## src/rtl/spi_pkg.sv

```systemverilog
// Shared definitions for the SPI MISO receive path.
//   DATA_WIDTH_DEF : default word length
//   state_t        : receive FSM state encoding
package spi_pkg;

    localparam int unsigned DATA_WIDTH_DEF = 8;

    typedef enum logic [1:0] {
        ST_IDLE  = 2'd0,
        ST_SHIFT = 2'd1,
        ST_DONE  = 2'd2
    } state_t;

endpackage : spi_pkg

```

## src/rtl/spi_rx_hold.sv

```systemverilog
// One-entry holding register between the deserializer and the host.
// Ports:
//   clk, rst             : clock, async active-low reset
//   load_c               : a completed word is offered this cycle
//   load_data            : the completed word
//   rx_ready             : host accepts rx_data when rx_valid & rx_ready
//   clr_ovr              : clear the sticky overrun flag
//   rx_data/rx_valid     : held word and its valid flag
//   overrun              : sticky, a completed word was dropped
module spi_rx_hold
    import spi_pkg::*;
#(
    parameter int unsigned DATA_WIDTH = DATA_WIDTH_DEF
) (
    input  logic                  clk,
    input  logic                  rst,
    input  logic                  load_c,
    input  logic [DATA_WIDTH-1:0] load_data,
    input  logic                  rx_ready,
    input  logic                  clr_ovr,
    output logic [DATA_WIDTH-1:0] rx_data,
    output logic                  rx_valid,
    output logic                  overrun
);

    logic [DATA_WIDTH-1:0] data_q, data_d;
    logic                  valid_q, valid_d;
    logic                  ovr_q, ovr_d;
    logic                  accept;
    logic                  ovr_set;

    // Load when the slot is empty or being emptied this cycle; otherwise drop and flag.
    always_comb begin
        data_d  = data_q;
        valid_d = valid_q;
        ovr_set = 1'b0;
        accept  = valid_q & rx_ready;

        if (load_c) begin
            if (!valid_q || rx_ready) begin
                data_d  = load_data;
                valid_d = 1'b1;
            end else begin
                ovr_set = 1'b1;
            end
        end else if (accept) begin
            valid_d = 1'b0;
        end

        // A new overrun beats a coincident clear.
        if (ovr_set) begin
            ovr_d = 1'b1;
        end else if (clr_ovr) begin
            ovr_d = 1'b0;
        end else begin
            ovr_d = ovr_q;
        end
    end

    always_ff @(posedge clk or negedge rst) begin
        if (!rst) begin
            data_q  <= '0;
            valid_q <= 1'b0;
            ovr_q   <= 1'b0;
        end else begin
            data_q  <= data_d;
            valid_q <= valid_d;
            ovr_q   <= ovr_d;
        end
    end

    assign rx_data  = data_q;
    assign rx_valid = valid_q;
    assign overrun  = ovr_q;

endmodule : spi_rx_hold

```

## src/rtl/spi_miso_rx.sv

```systemverilog
// Master-side SPI receive deserializer: samples MISO on sclk_rise, MSB first,
// and hands each completed word to a one-entry valid/ready holding register.
// Ports:
//   clk, rst            : clock, async active-low reset
//   start, abort        : begin a frame (IDLE only) / discard partial frame
//   sclk_rise, miso     : sample strobe and serial data
//   rx_data, rx_valid   : held word and valid flag
//   rx_ready            : host accept
//   busy, frame_done    : in SHIFT/DONE, and the DONE cycle itself
//   overrun, clr_ovr    : sticky dropped-word flag and its clear
module spi_miso_rx
    import spi_pkg::*;
#(
    parameter int unsigned DATA_WIDTH = DATA_WIDTH_DEF
) (
    input  logic                  clk,
    input  logic                  rst,
    input  logic                  start,
    input  logic                  abort,
    input  logic                  sclk_rise,
    input  logic                  miso,
    output logic [DATA_WIDTH-1:0] rx_data,
    output logic                  rx_valid,
    input  logic                  rx_ready,
    output logic                  busy,
    output logic                  frame_done,
    output logic                  overrun,
    input  logic                  clr_ovr
);

    localparam int unsigned CNT_W = $clog2(DATA_WIDTH + 1);

    state_t                state_q, state_d;
    logic [DATA_WIDTH-1:0] shift_q, shift_d;
    logic [CNT_W-1:0]      count_q, count_d;
    logic                  load_c;

    // Next-state, counter and shift register.
    always_comb begin
        state_d = state_q;
        shift_d = shift_q;
        count_d = count_q;
        load_c  = 1'b0;

        case (state_q)
            ST_IDLE: begin
                if (start && !abort) begin
                    state_d = ST_SHIFT;
                    count_d = '0;
                    shift_d = '0;
                end
            end
            ST_SHIFT: begin
                if (abort) begin
                    state_d = ST_IDLE;
                    count_d = '0;
                end else if (sclk_rise) begin
                    shift_d = {shift_q[DATA_WIDTH-2:0], miso};
                    count_d = count_q + CNT_W'(1);
                    if (count_q == CNT_W'(DATA_WIDTH - 1)) begin
                        state_d = ST_DONE;
                    end
                end
            end
            ST_DONE: begin
                state_d = ST_IDLE;
                count_d = '0;
                load_c  = !abort;
            end
            default: begin
                state_d = ST_IDLE;
                count_d = '0;
            end
        endcase
    end

    always_ff @(posedge clk or negedge rst) begin
        if (!rst) begin
            state_q <= ST_IDLE;
            shift_q <= '0;
            count_q <= '0;
        end else begin
            state_q <= state_d;
            shift_q <= shift_d;
            count_q <= count_d;
        end
    end

    // Pure state decodes; frame_done is gated by abort since an abort in DONE discards the word.
    assign busy       = (state_q != ST_IDLE);
    assign frame_done = (state_q == ST_DONE) && !abort;

    spi_rx_hold #(
        .DATA_WIDTH (DATA_WIDTH)
    ) u_hold (
        .clk       (clk),
        .rst       (rst),
        .load_c    (load_c),
        .load_data (shift_q),
        .rx_ready  (rx_ready),
        .clr_ovr   (clr_ovr),
        .rx_data   (rx_data),
        .rx_valid  (rx_valid),
        .overrun   (overrun)
    );

endmodule : spi_miso_rx

```

## config.mk

```make
export PLATFORM = sky130hd
export DESIGN_NAME = spi_miso_rx
export DESIGN_NICKNAME = d
export VERILOG_FILES = /design/src/rtl/spi_pkg.sv /design/src/rtl/spi_rx_hold.sv /design/src/rtl/spi_miso_rx.sv
export SDC_FILE = /design/constraint.sdc
export NUM_CORES = 1
export LEC_CHECK = 0
export CORE_MARGIN = 5
export CORE_UTILIZATION = 30
export CTS_CLUSTER_SIZE = 24
export DETAILED_ROUTE_END_ITERATION = 7
export PLACE_DENSITY = 0.6
export SLEW_MARGIN = 10
export SYNTH_ARGS = -nofsm -noshare
export SYNTH_HDL_FRONTEND = slang
export SYNTH_SLANG_ARGS = --single-unit
```

## constraint.sdc

```tcl
create_clock -name clk -period 1.7 [get_ports clk]
set_input_delay 0.34 -clock clk [delete_from_list [all_inputs] [get_ports clk]]
set_output_delay 0.34 -clock clk [all_outputs]
set_load 0.02 [all_outputs]
```

Yosys cells after proc, flatten, opt, wreduce, memory -nomap -nowiden
Index checks and enable logic that the tools add are counted.
- word-level logic and storage cells: 53
- flip-flop bits (word level): 24
- ROM bits: 0
- memories kept: 0
- output and inout bits: 12
- bits in latches: 0
- memory bits (writable): 0
- input bits: 8
- divide/modulo/power cells: 0
- equal/unequal tests: 9
- shifts and indexed selects: 0
- reduce and logical (&&, ||, !) cells: 15
- add/subtract/negate cells: 1
- muxes and demuxes: 21
- bitwise logic cells: 1
- magnitude comparators: 0
- $mul: 0
- operators by type and width (operator ; number):
    8-bit 2-to-1 mux ; 3
    8-bit case mux with 2 select lines ; 1
    4-bit 2-to-1 mux ; 3
    1-bit 2-to-1 mux ; 8
    2-bit 2-to-1 mux ; 4
    4-bit case mux with 2 select lines ; 1
    2-bit nonzero test ; 4
    2-bit inequality test (second input constant) ; 3
    3-bit inequality test (second input constant) ; 2
    2-bit AND reduction ; 3
    4-bit by 1-bit adder with 4-bit output (second input constant) ; 1
    4-bit by 3-bit == test with 1-bit output (second input constant) ; 1
    2-bit case mux with 2 select lines ; 1
    4-bit AND reduction ; 1
    3-bit AND reduction ; 1
    2-bit by 1-bit == test with 1-bit output (second input constant) ; 1
    2-bit == test (second input constant) ; 1
    1-bit logical AND ; 2
    1-bit logical NOT ; 2
    2-bit logical NOT ; 1
    2-bit by 1-bit inequality test with 1-bit output (second input constant) ; 1
    1-bit AND ; 1
    1-bit logical OR ; 1

Depth between registers and ports, before layout
Gate-level depths: netlist (run 1).
- word-level depth: 5
- depth in mapped cells: 6
- depth with buffers taken out: 5

Hierarchy
A second synthesis (run 1) with hierarchy kept.
- cells, all modules: 101
- area, all modules: 1192.4 µm²
- by module, submodules not included (module ; seq. area each (µm²) ; area each (µm²) ; cells each ; instances):
    spi_miso_rx ; 350.3 ; 779.5 ; 77 ; 1
    spi_rx_hold ; 250.2 ; 412.9 ; 24 ; 1

Worst setup path after synthesis (run 1)
No wires, ideal clock.
- path type: reg-to-reg
- start: register state_q[1]
- end: register count_q[2]
- clock period less this slack: 1366 ps
- arrival time: 1240 ps
- slack: 334 ps
- buffers on the path: 1
- stages on the path, launching flop included: 6
- path through: dfrtp_1 buf_6 or2_2 o21a_1 a21oi_1 a21oi_1
- word-level cells in the longest chain between the ends: 3
- elaborated cells between the ends (all ways): 6
- RTL lines (element ; line ; source):
    start, declared ; spi_miso_rx.sv:33 ; state_t state_q, state_d;
    start signal, assigned ; spi_miso_rx.sv:83 ; state_q <= state_d;
    2-bit by 1-bit == test with 1-bit output or 2-bit logical NOT (tied branches) ; spi_miso_rx.sv:45 ; case (state_q)
    3-bit inequality test (no line) or 2-bit inequality test (tied branches) ; - ;
    2-bit AND reduction (no line) ; - ;
    end signal, assigned ; spi_miso_rx.sv:85 ; count_q <= count_d;
    end, declared ; spi_miso_rx.sv:35 ; logic [CNT_W-1:0] count_q, count_d;
Several ways; a longest one is shown, not always the timed one.
A chain may end at the register's enable or synchronous reset.

Final worst setup path (run 1)
- start: register u_hold.data_q[3] (netlist: u_hold.rx_data[3])
- end: output rx_data[3]
- RTL lines (element ; line ; source):
    start, declared ; spi_rx_hold.sv:26 ; logic [DATA_WIDTH-1:0] data_q, data_d;
    start signal, assigned ; spi_rx_hold.sv:66 ; data_q <= data_d;
    end, declared ; spi_miso_rx.sv:22 ; output logic [DATA_WIDTH-1:0] rx_data,
No word-level cell between the ends.

==> metrics.txt, run 1 <==
status=finished clean; Max clock buf depth=2; hpwl dp=1420 microns; worst path cell trace=clkdlybuf4s50_1; Cells after Synth=81; Max Cap Viol=0; Via density=4.52; CTS Buf Count=3; DP Area=1330 sq um; CTS Hold Bufs=0; Syn Area/Cell=12.7 sq um; Data required, critical path=1360 ps; Top Ports=20; grt ovf=0; post-place setup slack=-275 ps; LEAKAGE=0.000657 uW; Post-CTS Setup Inserts=0; RSZ-0062 raised after global routing=no; Worst Tran Pin Value=298 ps; final critical-path share of the clock period=95.7%; Detail Route Antenna Nets=0; Layout Nets=122; Post-synth EDFFs=0; area leader, netlist=dfrtp_1; Final Setup Violations=0; diode count=0; Cell Area, Synth=1030 sq um; final hold violation count=0; Die ar.=4700 sq um; design area=1380 sq um; pwr/cell area=815 nW/um^2; post-CTS resize count=5; Peak Freq=615 MHz; DRC violations left=0; share of cells above drive strength 1=27.7%; dominant synthesized flop cell=dfrtp_1; Power, Total=1120 uW; CP arrival=1290 ps; vias after detailed routing=714; clk sink count=24; Std-Cell Rows=21; FFs w/ async S/R, synth=100%; CP Class=reg -> out; fin crit period=1630 ps; vias in the first global route=758; clk_skew=6.58 ps; largest net degree at the start of global routing=25; Root Driver=clkbuf_4; drt total wl=1970 microns; Synth Register Bits=24; Worst path slowest cell=clkdlybuf4s50_1; count of cell types in the netlist=29; Overall Global Routing Usage=9.22%; setup ws final=73.7 ps; worst skew pair latency=310 ps; die width=68.6 microns; antenna violations before repair=0; Crit. End Element=output pin; Port Buffers=19; startpoint type of the worst setup path=register; top cells by area, synth=dfrtp_1 (58%), mux2_2 (8.8%), a22o_1 (6.8%); first-pass GRT wire length=3320 microns; most frequent cells in the layout=dfrtp_1 (24), clkdlybuf4s50_1 (17), buf_4 (10), mux2_2 (8), a22o_1 (8); core footprint=3340 sq um; Initial Util=30.8%; Yosys Warn Count=0; DRT Pass-1 Iters=4; CTS tree=built; worst rel slew slack=80.1%; GPL Wtd Cong=0.805; WL/cell=12.5 microns; WHS=362 ps; area grow syn2layout=33.7%; WP buf/inv=1; worst vdd ir=331 uV; commonest non-fill, non-tap cell in the layout=dfrtp_1; fraction of the yosys area taken by sequential cells=58.4%; fill count=322; Reg clk slew, reported paths=130 ps; initial DRC count=33; H-tree levels=1; Hold WC Path Type=in -> async; Core Util, Final=41.2%; Synth top area share=58.4%; CP top delay family=buffers and inverters; crit-path max FO=2; Net Count, Synth=90; Slew Viols, Final=0; critical path's largest stage delay=610 ps; Die H=68.6 microns
==> state kept, by name, indices dropped and copies added, names as in the netlist <==
register	count
u_hold.rx_data	8
shift_q	8
u_hold.overrun	1
u_hold.rx_valid	1
count_q	4
state_q	2
==> final cells by class <==
class	instances	area [sq um]	share of cell area, %
Clock inverter	1	30.0	2.18
Timing Repair Buffer	29	255	18.6
Inverter	3	11.3	0.819
Sequential cell	24	601	43.7
Multi-Input combinational cell	52	398	28.9
Clock buffer	3	22.5	1.64
Tap cell	46	57.6	4.19
==> metrics by stage <==
stage / TNS [ps] / cells
finish: 0 / 158
global route: 0 / 158
CTS: 0 / 158
detailed placement: -483 / 154
global placement: -480 / 154
floorplan: 0 / 81
==> metal layers <==
metal  global-route usage [%]  up-vias  routed length (microns)
met5                        0        -                        0
met4                     2.98        0                        0
met3                     2.11        0                       95
met2                     14.3       14                      911
met1                     12.7      351                      960
li1                         -      349                        -
==> final timing paths <==
| path | startpoint | endpoint | slack (ps) | cells past startpoint |
|---|---|---|---|---|
| max reg2reg | state_q[0] | shift_q[2] | 240 | 4 |
| min reg2reg | u_hold.rx_data[5] | u_hold.rx_data[5] | 520 | 1 |
| max | u_hold.rx_data[3] | rx_data[3] | 70 | 1 |
| max in group asynchronous | rst | state_q[0] | 1110 | 2 |
| min in group clk | u_hold.rx_data[5] | u_hold.rx_data[5] | 520 | 1 |
| min | rst | u_hold.rx_data[3] | 360 | 2 |
==> cells by family after synthesis <==
group | count (synthesis) | synth area share [%]
fa+ha+maj | 1 | 1.22
flops | 24 | 58.4
xor+xnor | 2 | 1.70
simple gates | 21 | 11.4
buf+inv | 5 | 2.92
mux | 8 | 8.76
compound gates | 20 | 15.6
==> cell usage after synthesis, types with 2 or more instances <==
library cell / count
dfrtp_1: 24
a22o_1: 8
mux2_2: 8
nor2_1: 6
a21oi_1: 4
nand2_1: 4
inv_1: 3
nand2b_1: 2
o21ai_0: 2
==> report_power, final <==
part,switching [uW],internal [uW]
Combinational,54.5,56.0
Clock,169,238
Sequential,14.5,589
Total,238,883
==> worst reg2reg max path: cells and delay by family (launching register included) <==
| kind | cells | cell delay [ps] |
|---|---|---|
| buffers and inverters | 1 | 160 |
| AO/OA/AOI/OAI | 2 | 610 |
| flip-flops | 1 | 410 |
| AND/OR/NAND/NOR | 1 | 190 |
(Power assumes the default switching activity.)
==> run 2, diff against run 1 <==
--- a/config.mk
+++ b/config.mk
@@ -7,7 +7,6 @@
 export LEC_CHECK = 0
 export CORE_MARGIN = 5
 export CORE_UTILIZATION = 30
-export CTS_CLUSTER_SIZE = 24
 export DETAILED_ROUTE_END_ITERATION = 7
 export PLACE_DENSITY = 0.6
 export SLEW_MARGIN = 10
==> results of run 2 <==
Same layout as run 1: the final DEF is identical, and so are final timing and power.
